`config.mk`:
```
export PLATFORM = sky130hd
export DESIGN_NAME = instr_fetch
export DESIGN_NICKNAME = d
export VERILOG_FILES = /design/src/rtl/proc_pkg.sv /design/src/rtl/pc_count.sv /design/src/rtl/instr_fetch.sv
export SDC_FILE = /design/constraint.sdc
export NUM_CORES = 1
export LEC_CHECK = 0
export CAP_MARGIN = 5
export CORE_ASPECT_RATIO = 1.5
export CORE_MARGIN = 1
export CORE_UTILIZATION = 37
export DETAILED_ROUTE_END_ITERATION = 8
export GPL_ROUTABILITY_DRIVEN = 0
export HOLD_SLACK_MARGIN = 0.02
export PLACE_DENSITY = 0.74
export SYNTH_ARGS = -nofsm -noshare
export SYNTH_HDL_FRONTEND = slang
export SYNTH_SLANG_ARGS = --single-unit
```
`constraint.sdc`:
```
create_clock -name Clock -period 1.6 [get_ports Clock]
set_clock_uncertainty 0.15 [all_clocks]
set_input_delay 0.16 -clock Clock [delete_from_list [all_inputs] [get_ports Clock]]
set_output_delay 0.16 -clock Clock [all_outputs]
set_load 0.1 [all_outputs]
```
`src/rtl/proc_pkg.sv`:
```
// Shared definitions for the fetch unit and the processor: state encoding,
// opcode field position and the default special opcodes.
package proc_pkg;

    typedef enum logic [2:0] {
        IDLE  = 3'd0,
        FETCH = 3'd1,
        LOAD  = 3'd2,
        ISSUE = 3'd3,
        WAIT  = 3'd4,
        HALT  = 3'd5
    } fetch_state_t;

    localparam int OP_HI = 15;
    localparam int OP_LO = 13;

    localparam logic [2:0] MVI_OP_DEF  = 3'b001;
    localparam logic [2:0] HALT_OP_DEF = 3'b111;

    function automatic logic [2:0] opcode_of(input logic [15:0] word);
        return word[OP_HI:OP_LO];
    endfunction

endpackage

```
`src/rtl/pc_count.sv`:
```
// Program counter: wraps modulo 2^ADDR_W, advances only when inc is high.
module pc_count #(
    parameter int ADDR_W = 5
) (
    input  logic              clk,
    input  logic              rst,
    input  logic              inc,
    output logic [ADDR_W-1:0] count
);

    always_ff @(posedge clk or posedge rst) begin
        if (rst) begin
            count <= '0;
        end else if (inc) begin
            count <= count + ADDR_W'(1);
        end
    end

endmodule

```
`src/rtl/instr_fetch.sv`:
```
// Instruction fetch sequencer: reads a synchronous program ROM, hands each word
// (plus an optional immediate) to the processor and waits for completion.
module instr_fetch
    import proc_pkg::*;
#(
    parameter int         ADDR_W  = 5,
    parameter logic [2:0] MVI_OP  = MVI_OP_DEF,
    parameter logic [2:0] HALT_OP = HALT_OP_DEF
) (
    input  logic              Clock,
    input  logic              Reset,
    input  logic              Enable,
    output logic [ADDR_W-1:0] MemAddr,
    input  logic [15:0]       MemData,
    output logic [15:0]       DIN,
    output logic              Run,
    input  logic              Done,
    output logic [ADDR_W-1:0] PC,
    output logic              Halted
);

    fetch_state_t state;
    logic         load_halt;
    logic         issue_mvi;
    logic         pc_inc;

    assign load_halt = (opcode_of(MemData) == HALT_OP);
    assign issue_mvi = (opcode_of(DIN) == MVI_OP);

    // PC steps past the opcode word in LOAD and past the immediate in ISSUE.
    assign pc_inc = ((state == LOAD) && !load_halt) ||
                    ((state == ISSUE) && issue_mvi);

    pc_count #(.ADDR_W(ADDR_W)) u_pc (
        .clk   (Clock),
        .rst   (Reset),
        .inc   (pc_inc),
        .count (PC)
    );

    always_ff @(posedge Clock or posedge Reset) begin
        if (Reset) begin
            state <= IDLE;
            DIN   <= 16'h0000;
        end else begin
            case (state)
                IDLE:  if (Enable) state <= FETCH;
                FETCH: state <= LOAD;
                LOAD: begin
                    if (load_halt) begin
                        state <= HALT;
                    end else begin
                        DIN   <= MemData;
                        state <= ISSUE;
                    end
                end
                ISSUE: begin
                    // ROM already holds the word at PC+1 (addressed during LOAD).
                    if (issue_mvi) DIN <= MemData;
                    state <= WAIT;
                end
                WAIT:  if (Done) state <= Enable ? FETCH : IDLE;
                HALT:  state <= HALT;
                default: state <= IDLE;
            endcase
        end
    end

    // Lookahead address in LOAD so the immediate word is ready during ISSUE.
    assign MemAddr = (state == LOAD) ? PC + ADDR_W'(1) : PC;
    assign Run     = (state == ISSUE);
    assign Halted  = (state == HALT);

endmodule

```
Yosys cells after proc, flatten, opt, wreduce, memory -nomap -nowiden
Index checks and enable logic that the tools add are counted.
- input port bits: 20
- logic and storage cells: 32
- bits in registers: 24
- mux-type cells: 9
- add/subtract/negate cells: 1
- equal/unequal tests: 11
- reductions and logical operators: 8
- operators with widths (kind ; number):
    2-to-1 mux 16 bit ; 2
    case mux 16 bit (2 select lines) ; 1
    case mux 3 bit (6 select lines) ; 1
    == test 3 bit, second input constant ; 3
    2-to-1 mux 3 bit ; 3
    == test 3 x 1 -> 1 bit, second input constant ; 2
    == test 3 x 2 -> 1 bit, second input constant ; 2
    inequality test 2 bit, second input constant ; 3
    adder 5 x 1 -> 5 bit, second input constant ; 1
    2-to-1 mux 5 bit ; 1
    zero test 3 bit ; 1
    AND reduction 3 bit ; 1
    logical AND 1 bit ; 2
    inequality test 2 x 1 -> 1 bit, second input constant ; 1
    AND reduction 2 bit ; 1
    nonzero test 2 bit ; 1
    zero test 1 bit ; 1
    logical OR 1 bit ; 1
    2-to-1 mux 1 bit ; 1

Depth between registers and ports, before layout
Gate-level depths: netlist of run 1.
- depth after elaboration: 4
- gate-level depth with buffers: 6
- depth with buffers taken out: 4

Hierarchy
Synthesis of run 1 repeated with hierarchy kept, for this count alone.
- cell total of the unflattened synthesis: 82
- area total of the unflattened synthesis: 1151.1 um^2
- by module, submodules not included (module ; cells each ; instances ; sequential area each (um^2) ; area each (um^2)):
    instr_fetch ; 67 ; 1 ; 475.5 ; 947.2
    pc_count ; 15 ; 1 ; 125.1 ; 203.9

Least setup slack after synthesis of run 1
Ideal clock, no wire load.
- kind: register -> output
- start point: register u_pc.count[0]
- end point: output MemAddr[4]
- setup slack: -1784 ps
- arrival: 3074 ps
- cell stages (with the launch flop): 4
- path through: dfrtp_1 ha_1 nand4_1 xnor2_1
- word-level cells in the longest chain between the ends: 2
- ends and longest elaborated chain (what ; RTL line ; RTL):
    from (decl) ; pc_count.sv:8 ; output logic [ADDR_W-1:0] count
    from (signal assigned) ; pc_count.sv:15 ; count <= count + ADDR_W'(1);
    adder 5 x 1 -> 5 bit ; instr_fetch.sv:70 ; assign MemAddr = (state == LOAD) ? PC + ADDR_W'(1) : PC;
    2-to-1 mux 5 bit ; instr_fetch.sv:70 ;
    to (decl) ; instr_fetch.sv:13 ; output logic [ADDR_W-1:0] MemAddr,
Every way passes these cells.

Worst setup path after layout of run 1
- start point: register state[2]
- end point: output MemAddr[3]
- word-level cells in the longest chain between the ends: 2
- ends and longest elaborated chain (what ; RTL line ; RTL):
    from (decl) ; instr_fetch.sv:22 ; fetch_state_t state;
    from (signal assigned) ; instr_fetch.sv:62 ; WAIT: if (Done) state <= Enable ? FETCH : IDLE;
    == test 3 x 2 -> 1 bit ; instr_fetch.sv:70 ;
    2-to-1 mux 5 bit ; instr_fetch.sv:70 ;
Every way passes these cells.

==> summary.txt, run 1 <==
Place
  • Count of input and output buffers: 47
  • Place WS: -0.2216 ns
  • Number of cells in the design after placement: 176
  • HPWL after detailed placement: 2120 um

Status
  • Result of the run: finished, violations left
  • Violations in the final reports: setup timing

Layout
  • Share of layout cells above drive strength 1: 0.6400
  • Nets: 172
  • Number of standard cells in the layout, taps in and fillers out: 189
  • Number of antenna diodes: 0
  • Number of inserted filler cells in the final layout: 164
  • Post-synthesis to final-layout area growth: 108.6%

Yosys
  • Number of flops mapped to enable cells by yosys: 0
  • Synthesized area per cell: 14.17 sq um
  • Area share of the largest cell type after synthesis: 0.5298
  • Sequential share of the synthesized area: 0.5298
  • Most area-hungry cell type in the Yosys netlist: sky130_fd_sc_hd__dfrtp_1
  • Yosys warnings: 0
  • Post-Synthesis Cell Area: 1134 sq um
  • Most frequent cell after synthesis: sky130_fd_sc_hd__dfrtp_1
  • Cell types with the highest counts after synthesis: sky130_fd_sc_hd__dfrtp_1 (24), sky130_fd_sc_hd__mux2_4 (16), sky130_fd_sc_hd__xnor2_1 (7), sky130_fd_sc_hd__nand4_1 (4)
  • Post-synth top flop: sky130_fd_sc_hd__dfrtp_1
  • Syn_nets: 101
  • Number of cells produced by synthesis: 80
  • Async set-reset flop share out of synthesis: 1.000
  • Distinct cell type count after synthesis: 21
  • FF+latch count, synth: 24
  • Synth area leaders: sky130_fd_sc_hd__dfrtp_1 (53%), sky130_fd_sc_hd__mux2_4 (21%), sky130_fd_sc_hd__xnor2_1 (5.4%)

STA
  • Actual slew at the worst max-slew pin: 0.2986 ns
  • Final Worst Setup Slack: -0.3498 ns
  • Part of the cycle the worst path needs: 1.219
  • Hold violation count in the final report: 0
  • Fmax: 0.5129 GHz
  • Worst hold slack: 0.07910 ns
  • Clock period minus final worst setup slack: 1.950 ns
  • Total Neg Setup Slack: -6.876 ns
  • RSZ-0062 raised after global routing: true
  • Worst slew margin relative to its limit: 0.8010
  • Final-report max-slew violation count: 0
  • Number of failing setup endpoints in the final timing report: 27

Clock tree
  • TritonCTS sink count: 24
  • CTS H-tree lvls: 1
  • Clock latency on the worst-skew pair: 0.27 ns
  • Clock Pin Slew Worst Setup and Hold Paths: 0.08 ns
  • TritonCTS clock tree: yes
  • Buffers from clock root to sink, at most: 2
  • Total clock buffers created by CTS: 3
  • Clock Root Buffer: sky130_fd_sc_hd__clkbuf_8

Detailed routing
  • Length of the first detailed-routing pass in iterations: 4
  • Post-route DRC violation count: 0
  • Via count: 899
  • Violation count after the first detailed-routing iteration: 7
  • Routed len/inst: 16.44 um
  • Average vias per placed instance: 4.757
  • Wire length after detailed routing: 3107 um
  • Number of antenna-violating nets in the routed design: 0

Setup path
  • Worst path buffer plus inverter count: 1
  • Max Fanout on Critical Path: 4
  • Crit path cell chain: nor3b_4 -> nand4_1 -> xnor2_4 -> buf_12
  • Slowest cell delay on critical path: 0.43 ns
  • Register-to-register setup slack: -0.29 ns
  • Required arrival time at the worst endpoint: 1.29 ns
  • Cell type of the slowest stage on the worst timing path: sky130_fd_sc_hd__dfrtp_2
  • Data arrival time of the worst path: 1.64 ns
  • Critical path's top delay family: simple AND/OR/NAND/NOR gates
  • Worst setup path category: register to primary output
  • Crit path from: state[2]
  • Worst Setup Start Kind: register
  • Reg-to-reg startpoint: state[2]
  • Endpoint kind of the worst setup timing path: primary output

Global route
  • Initial antenna violation count: 0
  • Largest net degree at the start of global routing: 25
  • Via count of the first global-routing pass: 1004
  • Global-route wire length before repair: 5147 um
  • Total global routing overflow: 0
  • GRT Overall Usage: 0.2326

Floorplan
  • Effective utilization at floorplan: 0.3892
  • DIE WIDTH: 47.20 um
  • Placement row count: 24
  • Area of the core: 2913 sq um
  • Y dimension of the die: 69.79 um
  • Total Die Area: 3294 sq um
  • Number of placed I/O pins: 48

Min path
  • Worst min-delay path class: primary input to asynchronous set/reset pin

Flow run
  • Number of max-cap violations: 0
[what timing repair did]
| item | in CTS | in global routing |
|---|---|---|
| pin swaps | 10 | 5 |
| gates resized for setup | 9 | 4 |
| gates cloned | 2 | 0 |
| setup buffers | 5 | 4 |
| hold buffers | 0 | 0 |
| endpoints found under the setup margin | 27 | 28 |
[area by class of cell]
class                   instances  area (sq um)  area share
clock buffers                   4         55.05     0.02328
inverters                       3         13.76    0.005820
multi-input cells              49         621.8      0.2630
flip-flops and latches         24         620.6      0.2624
well taps                      39         48.80     0.02063
repair buffers                 70          1005      0.4249
[final timing paths]
check                           cells after the start            end
worst max-delay path                                4     MemAddr[3]
worst min-delay path                                3        DIN[12]
worst max register to register                      6         DIN[9]
worst min register to register                      1  u_pc.count[2]
max in group asynchronous                           3  u_pc.count[3]
min in group Clock                                  2         DIN[3]
[flip-flops by register name (all words and copies together), names as in the netlist]
| register | count |
|---|---|
| DIN | 16 |
| u_pc.count | 5 |
| state | 3 |
[tightest hold or removal path, cell delays in order]
cell                              delay [ns]
sky130_fd_sc_hd__clkdlybuf4s50_1        0.39
sky130_fd_sc_hd__inv_1                  0.06
sky130_fd_sc_hd__buf_4                  0.29
[metrics by stage]
stage,area (sq um),utilization
floorplan,1262,-
global placement,2147,0.7371
detailed placement,2147,0.7371
CTS,2338,0.8028
global route,2365,0.8119
finish,2365,0.8119
[cells by family (layout without fill, tap and decap cells)]
kind of cell / Yosys count / count (layout) / synth area share
simple gates: 14 / 14 / 0.07727
compound gates: 6 / 6 / 0.03311
flops: 24 / 24 / 0.5298
mux: 19 / 19 / 0.2417
fa+ha+maj: 1 / 1 / 0.01104
buf+inv: 7 / 77 / 0.03752
xor+xnor: 9 / 9 / 0.06954
[per-layer routing]
layer	GRT usage	part of all wire	vias up
met1	0.2735	0.37	441
met4	0.1365	0.026	0
li1	-	-	416
met3	0.04688	0.045	5
met2	0.3704	0.56	37
met5	0	0	-
[cell usage in the layout (no fill, tap or decap), types with 2 or more instances in the layout]
cell type	count
sky130_fd_sc_hd__buf_12	32
sky130_fd_sc_hd__clkdlybuf4s50_1	19
sky130_fd_sc_hd__mux2_4	18
sky130_fd_sc_hd__dfrtp_1	16
sky130_fd_sc_hd__buf_4	15
sky130_fd_sc_hd__dfrtp_2	4
sky130_fd_sc_hd__nand4_1	4
sky130_fd_sc_hd__clkbuf_8	4
sky130_fd_sc_hd__dfrtp_4	4
sky130_fd_sc_hd__xnor2_1	3
sky130_fd_sc_hd__a21oi_1	3
sky130_fd_sc_hd__xnor2_4	3
sky130_fd_sc_hd__buf_6	3
sky130_fd_sc_hd__nand3_1	2
sky130_fd_sc_hd__inv_1	2
Power of run 1 is left out: the tool's default activity adds up to more than one toggle a clock period on the data nets, which glitch-free logic cannot reach.
==> run 2, diff against run 1 <==
Settings changed: SETUP_SLACK_MARGIN set to 0.05.
==> summary.txt, run 2 (synthesized netlist as in run 1, its figures left out) <==
STA
  • Actual slew at the worst max-slew pin: 0.3032 ns (+0.004647 ns)
  • Worst slew margin relative to its limit: 0.7979 (-0.003098)
  • Final-report max-slew violation count: 0 (unchanged)
  • Hold violation count in the final report: 0 (unchanged)
  • Worst hold slack: 0.08284 ns (+0.003735 ns)
  • RSZ-0062 raised after global routing: true
  • Clock period minus final worst setup slack: 2.010 ns (+0.06015 ns)
  • Part of the cycle the worst path needs: 1.256 (+0.03759)
  • Final Worst Setup Slack: -0.4100 ns (-0.06015 ns)
  • Fmax: 0.4975 GHz (-3.0%)
  • Number of failing setup endpoints in the final timing report: 28 (+3.7%)

Detailed routing
  • Via count: 915 (+1.8%)
  • Average vias per placed instance: 4.867 (+2.3%)
  • Post-route DRC violation count: 0 (unchanged)
  • Length of the first detailed-routing pass in iterations: 4 (unchanged)
  • Routed len/inst: 17.30 um (+5.3%)
  • Number of antenna-violating nets in the routed design: 0 (unchanged)
  • Wire length after detailed routing: 3253 um (+4.7%)
  • Violation count after the first detailed-routing iteration: 16 (+9)

Setup path
  • Cell type of the slowest stage on the worst timing path: sky130_fd_sc_hd__dfrtp_1
  • Worst Setup Start Kind: register
  • Data arrival time of the worst path: 1.70 ns (+0.06 ns)
  • Required arrival time at the worst endpoint: 1.29 ns (about the same)
  • Reg-to-reg startpoint: state[2]
  • Endpoint kind of the worst setup timing path: primary output
  • Crit path cell chain: nor3b_4 -> nand4_1 -> xnor2_4 -> buf_12
  • Worst path buffer plus inverter count: 1 (unchanged)
  • Slowest cell delay on critical path: 0.42 ns (about the same)
  • Critical path's top delay family: simple AND/OR/NAND/NOR gates
  • Worst setup path category: register to primary output
  • Max Fanout on Critical Path: 4 (unchanged)
  • Crit path from: state[0]

Min path
  • Worst min-delay path class: primary input to asynchronous set/reset pin

Clock tree
  • Total clock buffers created by CTS: 3 (unchanged)
  • Clock latency on the worst-skew pair: 0.27 ns (about the same)
  • TritonCTS sink count: 24 (unchanged)
  • CTS H-tree lvls: 1 (unchanged)
  • Clock Pin Slew Worst Setup and Hold Paths: 0.09 ns (about the same)
  • Buffers from clock root to sink, at most: 2 (unchanged)
  • TritonCTS clock tree: yes
  • Clock Root Buffer: sky130_fd_sc_hd__clkbuf_8

Layout
  • Leading cell type in the layout, fill and taps excluded: sky130_fd_sc_hd__buf_12
  • Most frequent cells in the layout: sky130_fd_sc_hd__buf_12 (32), sky130_fd_sc_hd__clkdlybuf4s50_1 (19), sky130_fd_sc_hd__mux2_4 (18), sky130_fd_sc_hd__dfrtp_1 (16), sky130_fd_sc_hd__buf_4 (12)
  • Biggest register: DIN
  • Post-synthesis to final-layout area growth: 107.9%
  • Number of inserted filler cells in the final layout: 158 (-3.7%)
  • Nets: 171 (-0.58%)
  • Max FFs per register: 16 (unchanged)
  • Number of antenna diodes: 0 (unchanged)
  • Share of layout cells above drive strength 1: 0.6309 (-0.009128)
  • Registers with the highest flip-flop counts: DIN x16, u_pc.count x5, state x3

Global route
  • Global-route wire length before repair: 5368 um (+4.3%)
  • Largest net degree at the start of global routing: 25 (unchanged)
  • GRT Overall Usage: 0.2426 (+0.009968)
  • Via count of the first global-routing pass: 1030 (+2.6%)
  • Total global routing overflow: 0 (unchanged)
  • Initial antenna violation count: 0 (unchanged)

Status
  • Result of the run: finished, violations left
  • Violations in the final reports: setup timing

Floorplan
  • Number of placed I/O pins: 48 (unchanged)
  • Area of the core: 2913 sq um (unchanged)
  • Y dimension of the die: 69.79 um (unchanged)
  • Placement row count: 24 (unchanged)
  • Total Die Area: 3294 sq um (unchanged)
  • DIE WIDTH: 47.20 um (unchanged)
  • Effective utilization at floorplan: 0.3892 (unchanged)

Flow run
  • Number of max-cap violations: 0 (unchanged)

Place
  • HPWL after detailed placement: 2120 um (unchanged)
  • Count of input and output buffers: 47 (unchanged)
run 2: cell count changes in the layout (fill, tap and decap cells not counted):
cell / before / now
sky130_fd_sc_hd__buf_4: 15 / 12
sky130_fd_sc_hd__buf_6: 3 / 5
sky130_fd_sc_hd__xnor2_1: 3 / 4
sky130_fd_sc_hd__xnor2_2: 1 / 0
run 2: final cells by class:
cell class / count / area [sq um] / share of cell area
Timing Repair Buffer: 69 / 1005 / 0.4262
Sequential cell: 24 / 620.6 / 0.2633
Multi-Input combinational cell: 49 / 614.3 / 0.2606
Clock buffer: 4 / 55.05 / 0.02335
Tap cell: 39 / 48.80 / 0.02070
Inverter: 3 / 13.76 / 0.005839
run 2: worst paths after layout:
| kind | depth (start not counted) | to | slack, ns |
|---|---|---|---|
| max in group asynchronous | 3 | u_pc.count[0] | 0.96 |
| min in group Clock | 2 | DIN[3] | 0.35 |
| worst max-delay path | 4 | MemAddr[4] | -0.41 |
| worst min-delay path | 3 | u_pc.count[2] | 0.08 |
| worst min register to register | 1 | u_pc.count[2] | 0.43 |
| worst max register to register | 6 | DIN[9] | -0.29 |
run 2: routing by layer:
metal,global-route usage,up-vias,routed length (um)
met5,0,-,0
met4,0.1429,0,89
met3,0.05469,7,152
met2,0.3889,35,1816
met1,0.2782,457,1194
li1,-,416,-
run 2: worst min-delay path, cell delays in order:
cell	delay, ns
sky130_fd_sc_hd__clkdlybuf4s50_1	0.39
sky130_fd_sc_hd__inv_1	0.06
sky130_fd_sc_hd__buf_4	0.30
run 2: what timing repair did:
action                                  4_1_cts  5_1_grt
cloned                                        2        0
buffers inserted                              5        7
endpoints found under the setup margin       27       28
hold buffers                                  0        0
pin swaps                                    10       10
gates resized for setup                      10        5
run 2: stage by stage:
step / cell area, sq um / setup WS (ns) / TNS [ns] / std cells / utilization
floorplan: 1262 / -0.4204 / -9.256 / 80 / -
global placement: 2147 / -0.1378 / -2.583 / 176 / 0.7371
detailed placement: 2147 / -0.2216 / -4.329 / 176 / 0.7371
CTS: 2342 / -0.3578 / -6.790 / 187 / 0.8041
global route: 2357 / -0.4899 / -8.513 / 188 / 0.8093
finish: 2357 / -0.4100 / -7.059 / 188 / 0.8093
Power of run 2 is left out for the same reason.
==> run 3, diff against run 2 <==
Settings changed: SETUP_SLACK_MARGIN 0.05 to 0.4.
==> summary.txt, run 3 (synthesized netlist as in run 1, its figures left out) <==
Clock tree
  • TritonCTS clock tree: yes
  • Buffers from clock root to sink, at most: 2 (unchanged)
  • Clock latency on the worst-skew pair: 0.28 ns (about the same)
  • TritonCTS sink count: 24 (unchanged)
  • CTS H-tree lvls: 1 (unchanged)
  • Clock Root Buffer: sky130_fd_sc_hd__clkbuf_8
  • Total clock buffers created by CTS: 3 (unchanged)
  • Clock Pin Slew Worst Setup and Hold Paths: 0.10 ns (about the same)

Global route
  • Total global routing overflow: 0 (unchanged)
  • Via count of the first global-routing pass: 1094 (+6.2%)
  • Global-route wire length before repair: 5906 um (+10%)
  • Initial antenna violation count: 0 (unchanged)
  • GRT Overall Usage: 0.2670 (+0.02441)
  • Largest net degree at the start of global routing: 25 (unchanged)

STA
  • Final Worst Setup Slack: -0.4308 ns (-0.02083 ns)
  • Clock period minus final worst setup slack: 2.031 ns (+0.02083 ns)
  • Part of the cycle the worst path needs: 1.269 (+0.01302)
  • Worst slew margin relative to its limit: 0.7963 (-0.001595)
  • Total Neg Setup Slack: -9.605 ns (-2.546 ns)
  • Hold violation count in the final report: 0 (unchanged)
  • Number of failing setup endpoints in the final timing report: 28 (unchanged)
  • Final-report max-slew violation count: 0 (unchanged)
  • Fmax: 0.4924 GHz (-1.0%)
  • RSZ-0062 raised after global routing: true
  • Actual slew at the worst max-slew pin: 0.3056 ns (+0.002392 ns)

Layout
  • Number of inserted filler cells in the final layout: 132 (-16%)
  • Post-synthesis to final-layout area growth: 121.0%
  • Number of antenna diodes: 0 (unchanged)
  • Max FFs per register: 16 (unchanged)
  • Share of layout cells above drive strength 1: 0.7848 (+0.1539)
  • Nets: 180 (+5.3%)
  • Leading cell type in the layout, fill and taps excluded: sky130_fd_sc_hd__buf_12
  • Registers with the highest flip-flop counts: DIN x16, u_pc.count x5, state x3
  • Most frequent cells in the layout: sky130_fd_sc_hd__buf_12 (30), sky130_fd_sc_hd__dfrtp_2 (19), sky130_fd_sc_hd__mux2_4 (19), sky130_fd_sc_hd__clkdlybuf4s50_1 (16), sky130_fd_sc_hd__buf_4 (16)
  • Biggest register: DIN

Floorplan
  • Number of placed I/O pins: 48 (unchanged)
  • Y dimension of the die: 69.79 um (unchanged)
  • DIE WIDTH: 47.20 um (unchanged)
  • Placement row count: 24 (unchanged)
  • Effective utilization at floorplan: 0.3892 (unchanged)
  • Total Die Area: 3294 sq um (unchanged)
  • Area of the core: 2913 sq um (unchanged)

Detailed routing
  • Number of antenna-violating nets in the routed design: 0 (unchanged)
  • Routed len/inst: 20.08 um (+16%)
  • Violation count after the first detailed-routing iteration: 29 (+13)
  • Wire length after detailed routing: 3955 um (+22%)
  • Length of the first detailed-routing pass in iterations: 5 (+1)
  • Post-route DRC violation count: 0 (unchanged)
  • Via count: 994 (+8.6%)
  • Average vias per placed instance: 5.046 (+3.7%)

Place
  • HPWL after detailed placement: 2235 um (+5.4%)
  • Count of input and output buffers: 47 (unchanged)

Setup path
  • Max Fanout on Critical Path: 5 (+1)
  • Data arrival time of the worst path: 2.04 ns (+0.34 ns)
  • Reg-to-reg startpoint: state[2]
  • Required arrival time at the worst endpoint: 1.61 ns (+0.32 ns)
  • Endpoint kind of the worst setup timing path: register
  • Crit path from: state[2]
  • Worst setup path category: register to register
  • Worst Setup Start Kind: register

Status
  • Violations in the final reports: setup timing
  • Result of the run: finished, violations left

Flow run
  • Number of max-cap violations: 0 (unchanged)

Min path
  • Worst min-delay path class: primary input to asynchronous set/reset pin
-- run 3: cell count changes in the layout (fill, tap and decap cells not counted), sizes merged --
cell / before / now
buf: 50 / 58
clkbuf: 4 / 5
clkdlybuf4s50: 19 / 16
dlygate4sd2: 0 / 3
-- run 3: layout make-up --
cell class                      instances  area, sq um  share of cell area
Clock buffer                            4        55.05             0.02198
Inverter                                3        18.77            0.007493
Multi-Input combinational cell         49        639.4              0.2552
Sequential cell                        24        639.4              0.2552
Timing Repair Buffer                   78         1104              0.4406
Tap cell                               39        48.80             0.01948
-- run 3: repair_timing --
action	in CTS	in global routing
pin swaps	11	9
hold buffers	0	0
resized for setup	23	10
setup buffers	8	7
hold endpoints to repair	0	0
setup endpoints to repair	37	52
cloned	2	1
-- run 3: worst paths after layout --
path | end | slack [ns] | depth (start not counted)
max in group asynchronous | u_pc.count[0] | 0.90 | 3
min | DIN[1] | 0.13 | 3
max reg2reg | DIN[2] | -0.43 | 7
max | DIN[2] | -0.43 | 7
min in group Clock | DIN[15] | 0.14 | 2
min reg2reg | DIN[11] | 0.42 | 1
-- run 3: worst max-delay path: stages (launching register included) --
cell	delay, ns
sky130_fd_sc_hd__dfrtp_2	0.44
sky130_fd_sc_hd__buf_4	0.15
sky130_fd_sc_hd__and3b_4	0.30
sky130_fd_sc_hd__a32o_2	0.21
sky130_fd_sc_hd__buf_6	0.14
sky130_fd_sc_hd__buf_12	0.11
sky130_fd_sc_hd__buf_16	0.11
sky130_fd_sc_hd__mux2_4	0.30
-- run 3: through the flow --
step / utilization / hold slack, ns / setup WS (ns) / instance area [sq um] / instances
2_1_floorplan: - / 0.02345 / -0.4204 / 1294 / 80
3_3_place_gp: 0.7388 / 0.3695 / -0.1389 / 2152 / 175
6_report: 0.8600 / 0.1254 / -0.4308 / 2505 / 197
5_1_grt: 0.8600 / 0.1408 / -0.4681 / 2505 / 197
4_1_cts: 0.8222 / 0.08142 / -0.3338 / 2395 / 189
3_5_place_dp: 0.7388 / 0.3749 / -0.2035 / 2152 / 175
-- run 3: metal layers --
metal / vias to the layer above / share of wire / track usage
met2: 56 / 0.57 / 0.4630
met5: - / 0 / 0
met4: 0 / 0.047 / 0.1270
met1: 489 / 0.35 / 0.2964
met3: 15 / 0.038 / 0.04167
li1: 434 / - / -
Power of run 3 is left out for the same reason.
